$ cat src/rtl/dispensador_troco.sv
// dispensador_troco: change dispenser, one solenoid pulse per coin, largest coin first.
// Define TROCO_MOEDA100_EN to enable the 1.00 coin (moeda100); otherwise only 0.50/0.25 are used.
module dispensador_troco #(
  parameter int unsigned PULSO_CICLOS     = 350,
  parameter int unsigned INTERVALO_CICLOS = 350
) (
  input  logic       clock,
  input  logic       reset,
  input  logic       iniciar,
  input  logic [4:0] soma,
  input  logic [1:0] chbebida,
  output logic       moeda100,
  output logic       moeda050,
  output logic       moeda025,
  output logic       ocupado,
  output logic       concluido,
  output logic       erro_troco,
  output logic [4:0] troco_restante
);

  localparam int unsigned CNT_MAX = (PULSO_CICLOS > INTERVALO_CICLOS) ? PULSO_CICLOS
                                                                      : INTERVALO_CICLOS;
  localparam int unsigned CNT_W   = (CNT_MAX > 1) ? $clog2(CNT_MAX) : 1;

  typedef enum logic [2:0] {
    OCIOSO,
    CALCULA,
    PULSO,
    INTERVALO,
    FIM
  } estado_t;

  estado_t          estado_q, estado_d;
  logic [CNT_W-1:0] cnt_q, cnt_d;
  logic [4:0]       restante_q, restante_d;
  logic             m100_q, m100_d;
  logic             m050_q, m050_d;
  logic             m025_q, m025_d;
  logic             ocup_q, ocup_d;
  logic             concl_q, concl_d;
  logic             erro_q, erro_d;

  logic [4:0]       preco;
  logic             sel100, sel050, sel025;
  logic [4:0]       moeda_val;

  assign preco = 5'd4 + {2'b00, chbebida, 1'b0};

  // Greedy coin choice for the change currently owed.
  always_comb begin
    sel100    = 1'b0;
    sel050    = 1'b0;
    sel025    = 1'b0;
    moeda_val = 5'd1;
    if (restante_q >= 5'd2) begin
      sel050    = 1'b1;
      moeda_val = 5'd2;
    end else begin
      sel025    = 1'b1;
    end
`ifdef TROCO_MOEDA100_EN
    if (restante_q >= 5'd4) begin
      sel100    = 1'b1;
      sel050    = 1'b0;
      sel025    = 1'b0;
      moeda_val = 5'd4;
    end
`endif
  end

  always_comb begin
    estado_d   = estado_q;
    cnt_d      = cnt_q + 1'b1;
    restante_d = restante_q;
    erro_d     = 1'b0;
    case (estado_q)
      OCIOSO: begin
        cnt_d = '0;
        // The price check runs at latch time so erro_troco is registered during CALCULA.
        if (iniciar) begin
          estado_d = CALCULA;
          if (soma < preco) begin
            erro_d     = 1'b1;
            restante_d = '0;
          end else begin
            restante_d = soma - preco;
          end
        end
      end
      CALCULA: begin
        if (erro_q)                  estado_d = OCIOSO;
        else if (restante_q == 5'd0) estado_d = FIM;
        else                         estado_d = PULSO;
      end
      PULSO: begin
        if (cnt_q == CNT_W'(PULSO_CICLOS - 1)) begin
          restante_d = restante_q - moeda_val;
          estado_d   = INTERVALO;
        end
      end
      INTERVALO: begin
        if (cnt_q == CNT_W'(INTERVALO_CICLOS - 1)) begin
          estado_d = (restante_q != 5'd0) ? PULSO : FIM;
        end
      end
      FIM:     estado_d = OCIOSO;
      default: estado_d = OCIOSO;
    endcase
    if (estado_d != estado_q) cnt_d = '0;
  end

  // Outputs are registered from the next state so they line up with the state they describe.
  always_comb begin
    m100_d  = (estado_d == PULSO) && sel100;
    m050_d  = (estado_d == PULSO) && sel050;
    m025_d  = (estado_d == PULSO) && sel025;
    ocup_d  = (estado_d != OCIOSO);
    concl_d = (estado_d == FIM);
  end

  always_ff @(posedge clock or posedge reset) begin
    if (reset) begin
      estado_q   <= OCIOSO;
      cnt_q      <= '0;
      restante_q <= '0;
      m100_q     <= 1'b0;
      m050_q     <= 1'b0;
      m025_q     <= 1'b0;
      ocup_q     <= 1'b0;
      concl_q    <= 1'b0;
      erro_q     <= 1'b0;
    end else begin
      estado_q   <= estado_d;
      cnt_q      <= cnt_d;
      restante_q <= restante_d;
      m100_q     <= m100_d;
      m050_q     <= m050_d;
      m025_q     <= m025_d;
      ocup_q     <= ocup_d;
      concl_q    <= concl_d;
      erro_q     <= erro_d;
    end
  end

`ifdef TROCO_MOEDA100_EN
  assign moeda100 = m100_q;
`else
  assign moeda100 = 1'b0;
`endif
  assign moeda050       = m050_q;
  assign moeda025       = m025_q;
  assign ocupado        = ocup_q;
  assign concluido      = concl_q;
  assign erro_troco     = erro_q;
  assign troco_restante = restante_q;

endmodule

$ cat config.mk
export PLATFORM = sky130hd
export DESIGN_NAME = dispensador_troco
export DESIGN_NICKNAME = d
export VERILOG_FILES = /design/src/rtl/dispensador_troco.sv
export SDC_FILE = /design/constraint.sdc
export NUM_CORES = 1
export LEC_CHECK = 0
export ABC_AREA = 1
export CORE_AREA = 2 2 58 60
export CTS_CLUSTER_SIZE = 24
export DETAILED_ROUTE_END_ITERATION = 16
export DIE_AREA = 0 0 60 62
export PLACE_DENSITY = 0.67
export RECOVER_POWER = 100
export SETUP_SLACK_MARGIN = 0.1
export SLEW_MARGIN = 40
export SYNTH_ARGS = -nofsm -noshare
export SYNTH_HDL_FRONTEND = slang
export SYNTH_SLANG_ARGS = --single-unit
$ cat constraint.sdc
create_clock -name clock -period 3.4 [get_ports clock]
set_input_delay 0.34 -clock clock [delete_from_list [all_inputs] [get_ports clock]]
set_output_delay 0.34 -clock clock [all_outputs]
set_load 0.05 [all_outputs]
==> metrics, run 1 <==
slowest library cell on the worst path=dfrtp_1; initial core utilization=42.3%; power density cells=275 mW/mm^2; Worst-path clk slew=0.12 ns; DP HPWL=2320 um; initial antenna violation count=0; FF-to-FF End=troco_restante[4]; WL/cell=11.7 um; synth unique cells=23; XOR/XNOR share of the synthesized area=0%; Worst slew margin=44.0%; Routed WL=2910 um; CTS tree=yes; Clock Skew=0.00547 ns; Synth Area in Simple Gates=30.7%; gr usage total=between 10% and 20%; full die area=0.00372 mm^2; vias in the first global route=1191; number of synthesized register bits=22; Worst Tran Pin Value=about 0.84 ns; largest net degree at the start of global routing=23; CTS Sinks=22; Setup crit start=troco_restante[2]; starting DRC count in detailed routing=66; Final Cycle Share=64.4%; worst-skew pair later-pin latency=0.31 ns; worst r2r src=troco_restante[2]; crit path time final=2.19 ns; DR pass1 iterations=5; maximum clock rate=457 MHz; RSZ-0062 raised after global routing=false; CTS Buf Count=3; Post-Synth Adder-Cell Area=9.48%; vias per inst=4.90; Seq/Total Area, Yosys=40.9%; Antenna Cells=0; Reg2Reg Setup Slack=approximately 1.2 ns; maximum fanout along the worst path=5; status=complete, no violations; Core ar.=approximately 0.0032 mm^2; final hold viol count=0; setup_tns=0 ns; Overflow after GRT=0; Area contributors post-synth=dfrtp_1 41%, nand2_1 13%, inv_1 7.8%; Yosys warnings=0; hold path endpoint=troco_restante[2]; total leakage power=0.000775 uW; Antenna Nets Post-Route=0; gpl congestion=0.873; Clock Tree Root=clkbuf_4; main combinational cell family by area after synthesis=simple AND/OR/NAND/NOR gates; Nets=224; crit path kind=reg -> reg; cell taking the most area after synthesis=dfrtp_1; hold crit path type=reg -> reg; Die Ht=62 um; Synth top area share=40.9%; Hold Path Cell Cnt=2; # Post-CTS Setup Buffers=0; Synth Instances=184; mux cell area share after synthesis=0%; routed vias=1225; Ports=21; critical path's largest stage delay=0.44 ns; Max Root-Sink Buffers=2; drt drc=0; worst path arrival time=2.42 ns; R2R cell count=13; worst hold start=troco_restante[2]; first-pass GRT wire length=between 4000 and 5000 um; area grow syn2layout=18.5%; H-tree depth=1; PostCTS Resize Cnt=0; Max-Cap Viols=0; Cell Rows=21; Chip Width=60 um; share of layout cells above drive strength 1=between 2 and 3%; Finish-stage setup viols=0; Finished Core Util=between 50% and 60%; Mapped Avg Cell Area=7.32 um^2; Mapped Area=0.00135 mm^2; # port buffers=19; startpoint types=register; Final Max Slew Viols=0; Worst path most repeated cell=nand2_1; Max IR drop VDD=0.194 mV; cts hold-fix bufs=0; Post-Synthesis Net Count=203; Critical Path RT=3.63 ns; crit-path cells=nor2_1 > nand2_1 > inv_1 > ha_1 > inv_1 > fa_1 > inv_1 > nand2_1 > a21oi_1 > o21ai_0 > nand2_1 > nand2_1 > o21ai_0; complex-gate fraction of the synthesized area=9.11%; Crit. End Element=register
## critical path, delay by kind of cell, from the launching register on
kind	cells	cell delay (ns)
AOI/OAI and AO/OA	3	0.32
adders and majority gates	2	0.56
buffers and inverters	3	0.30
DFF	1	0.44
and+or+nand+nor	5	0.50
## through the flow
step | instance area (um^2) | power [uW] | setup slack (ns) | std cells | hold WS (ns)
after floorplan | 1350 | 285 | 1.26 | 184 | 0.329
after global placement | 1570 | 299 | 1.28 | 246 | 0.555
after detailed placement | 1570 | 300 | 1.22 | 246 | 0.559
after CTS | 1610 | 447 | 1.22 | 250 | 0.365
after global routing | 1600 | 462 | 1.06 | 250 | 0.596
final | 1600 | 438 | 1.21 | 250 | 0.583
## logic make-up after synthesis
| group | after synthesis |
|---|---|
| and+or+nand+nor | 99 |
| buffers and inverters | 31 |
| AOI/OAI and AO/OA | 22 |
| DFF | 22 |
| adders and majority gates | 9 |
| other | 1 |
## layout by cell type, fill, tap and decap left out
master / count
o21ai_0: 13
ha_1: 7
o21bai_1: 1
dlygate4sd3_1: 12
clkbuf_8: 1
nand2_1: 47
a21oi_1: 5
fa_1: 2
inv_1: 28
o31ai_1: 1
nor3_1: 7
clkdlybuf4s50_1: 7
a31oi_1: 1
dfrtp_1: 22
o211ai_1: 1
nand3_1: 14
or2_2: 2
conb_1: 1
clkbuf_4: 3
nand4_1: 1
nor2_1: 28
## cells in the mapped netlist
master	number
a21oi_1	5
a31oi_1	1
buf_2	1
buf_4	1
buf_6	1
conb_1	1
dfrtp_1	22
fa_1	2
ha_1	7
inv_1	28
nand2_1	46
nand2_2	1
nand3_1	14
nand4_1	1
nor2_1	28
nor3_1	6
nor3_2	1
o211ai_1	1
o21ai_0	12
o21ai_2	1
o21bai_1	1
o31ai_1	1
or2_2	2
## cell type report
class	instances	area [um^2]
clock buffers	4	36.3
fillers	304	1580
inverters	28	105
multi-input cells	131	656
flip-flops and latches	22	551
well taps	46	57.6
repair buffers	19	190
## metal layers
metal	part of all wire, %	vias up	track usage (%)
met3	3.1	2	3.93
met5	0	-	0
li1	-	618	-
met2	55	25	34.0
met1	41	580	19.6
met4	0.45	0	6.35
## power by group
| group | total (uW) | leakage, uW | internal (uW) | switching (uW) |
|---|---|---|---|---|
| Sequential | 262 | 0.000256 | 262 | 0 |
| Combinational | 32.6 | 0.000498 | 14.7 | 17.9 |
| Clock | 144 | 0.0000210 | 65.4 | 78.8 |
| Total | 438 | 0.000775 | 342 | 96.7 |
## registers in the layout, summed over array words and instances (netlist names)
register and count:
estado_q 3, moeda025 1, troco_restante 5, cnt_q 9
erro_troco 1, concluido 1, ocupado 1, moeda050 1
## worst max-delay path by stage
stage,endpoint,cells after the start,slack [ns]
after CTS,troco_restante[4],13,1.22
after global routing,troco_restante[4],13,1.06
after floorplan,troco_restante[4],12,1.26
final,troco_restante[4],13,1.21
after detailed placement,troco_restante[0],12,1.22
after global placement,troco_restante[4],12,1.28
No activity file was read; power rests on OpenSTA's default activity.
==> run 2, diff against run 1 <==
==> constraint.sdc (replaced) <==
create_clock -name clock -period 2.1 [get_ports clock]
set_input_delay 0.21 -clock clock [delete_from_list [all_inputs] [get_ports clock]]
set_output_delay 0.21 -clock clock [all_outputs]
set_load 0.05 [all_outputs]
==> run 2 against run 1 <==
  * Global-route usage fell by 0.21 points
  * Clock power rose by 42%
  * Die area did not move
  * Non-clock buffer count rose by 10
  * Critical path type is now reg -> out
  * Critical endpoint is now troco_restante[4]
  * Highest routed layer unchanged
==> metrics, run 2 (synthesis results as in run 1) <==
Max IR drop VDD=0.307 mV (+58%); commonest non-fill, non-tap cell in the layout=nand2_1; gpl congestion=0.882 (+1.0%); Clock Skew=0.00211 ns (-0.00336 ns); vias per inst=4.91 (+0.24%); CTS Sinks=22 (unchanged); routed vias=1277 (+4.2%); Max-Cap Viols=0 (unchanged); worst-skew pair later-pin latency=0.31 ns (about the same); vias in the first global route=1199 (+0.67%); Nets=234 (+4.5%); Finished Core Util=53.1% (+3.0 points); gr usage total=17.7% (-0.21 points); Clock Tree Root=clkbuf_4; FILL cells=296 (-2.6%); worst path arrival time=1.74 ns (-0.68 ns); Cell Rows=21 (unchanged); maximum fanout along the worst path=2 (-3); H-tree depth=1 (unchanged); CTS tree=yes; Multi-input gate area=681 um^2 (+3.8%); Worst-path clk slew=0.12 ns (about the same); area grow syn2layout=25.5%; fin area=0.00169 mm^2 (+5.9%); share of layout cells above drive strength 1=11.2% (+8.3 points); Antenna Nets Post-Route=0 (unchanged); Power, Total=682 uW (+56%); max reg flops=9 (unchanged); sequential share of power=62.1% (+2.4 points); maximum clock rate=514 MHz; internal power=522 uW (+53%); power density cells=404 mW/mm^2 (+47%); initial antenna violation count=0 (unchanged); DP Area=0.00161 mm^2 (+2.5%); Final Non-Filler Cells=260 (+4.0%); final hold viol count=0 (unchanged); Net Sw Frac=23.5% (+1.5 points); Finish-stage setup viols=0 (unchanged); Crit. End Element=primary output; first-pass GRT wire length=4920 um (-0.71%); DP HPWL=2290 um (-1.4%); most frequent cells in the layout=46 x nand2_1, 27 x inv_1, 26 x nor2_1; crit path time final=1.95 ns; drt drc=0 (unchanged); crit path kind=reg -> out; Die Ht=62 um (unchanged); Antenna Cells=0 (unchanged); sw power=161 uW (+66%); hold crit path type=in -> reg; logic gate share of total power=7.9% (+0.5 points); Reg with most FFs=cnt_q; Max Root-Sink Buffers=2 (unchanged); Chip Width=60 um (unchanged); WL/cell=11.7 um (+0.28%); full die area=0.00372 mm^2 (unchanged); Final Max Slew Viols=0 (unchanged); CTS Buf Count=3 (unchanged); Ports=21 (unchanged); Core ar.=0.00318 mm^2 (unchanged); total leakage power=0.000814 uW (+5.1%); Final Cycle Share=92.7%; startpoint types=register; DR pass1 iterations=4 (-1); RSZ-0062 raised after global routing=false; largest net degree at the start of global routing=23 (unchanged); # port buffers=19 (unchanged); Clock power frac=30.1% (-2.8 points); setup_tns=0 ns (unchanged); Overflow after GRT=0 (unchanged); status=complete, no violations; Routed WL=3040 um (+4.3%); Worst Tran Pin Value=1.21 ns (+0.369 ns); Register Area=556 um^2 (+0.91%); Worst slew margin=19.5% (-25 points); Cells after DPL=250 (+1.6%); initial core utilization=42.3% (unchanged); starting DRC count in detailed routing=66 (unchanged); Critical Path RT=1.89 ns (-1.74 ns)
==> run 2: through the flow <==
| step | hold WS, ns | setup slack [ns] |
|---|---|---|
| CTS | 0.224 | 0.115 |
| global route | 0.478 | 0.0684 |
| global placement | 0.526 | 0.142 |
| detailed placement | 0.535 | 0.0874 |
| finish | 0.465 | 0.153 |
| floorplan | 0.199 | 0.132 |
==> run 2: power by group through the flow <==
stage,clock network (uW),registers [uW],logic [uW]
6_report,205,423,53.8
5_1_grt,230,424,61.6
4_1_cts,214,424,56.7
3_5_place_dp,0,432,56.5
3_3_place_gp,0,432,54.9
2_1_floorplan,0,432,29.6
==> run 2: final cells by class <==
type / count / share of cell area (%)
flip-flops and latches: 22 / 32.9
clock buffers: 4 / 1.56
repair buffers: 29 / 15.5
multi-input cells: 131 / 40.3
well taps: 46 / 3.41
inverters: 28 / 6.37
==> run 2: worst max-delay path, cell delays in order (launching register included) <==
cell and delay, ns:
dfrtp_2 0.42, buf_4 0.12, buf_4 0.09, clkdlybuf4s50_1 0.79
==> run 2: timing repair <==
item	in CTS	in global routing
gates resized for setup	0	5
endpoints found under the hold margin	0	0
gates cloned	0	0
setup endpoints to repair	1	2
hold buffers	0	0
buffers inserted	2	4
==> run 2: per-layer routing <==
metal | part of all wire (%) | track usage, % | up-vias
met4 | 1.4 | 6.35 | 0
met5 | 0 | 0 | -
met3 | 3.5 | 4.14 | 7
met2 | 53 | 32.0 | 26
li1 | - | - | 635
met1 | 42 | 20.5 | 609
==> run 2: worst paths after layout <==
kind | from | end | slack, ns | cells past startpoint
min in group asynchronous | reset | cnt_q[6] | 0.71 | 3
setup reg to reg | troco_restante[1] | troco_restante[4] | 0.22 | 13
hold reg to reg | cnt_q[2] | cnt_q[2] | 0.59 | 3
hold / removal | iniciar | erro_troco | 0.47 | 3
max in group asynchronous | reset | troco_restante[4] | 0.60 | 3
setup / recovery | troco_restante[4] | troco_restante[4] | 0.15 | 3
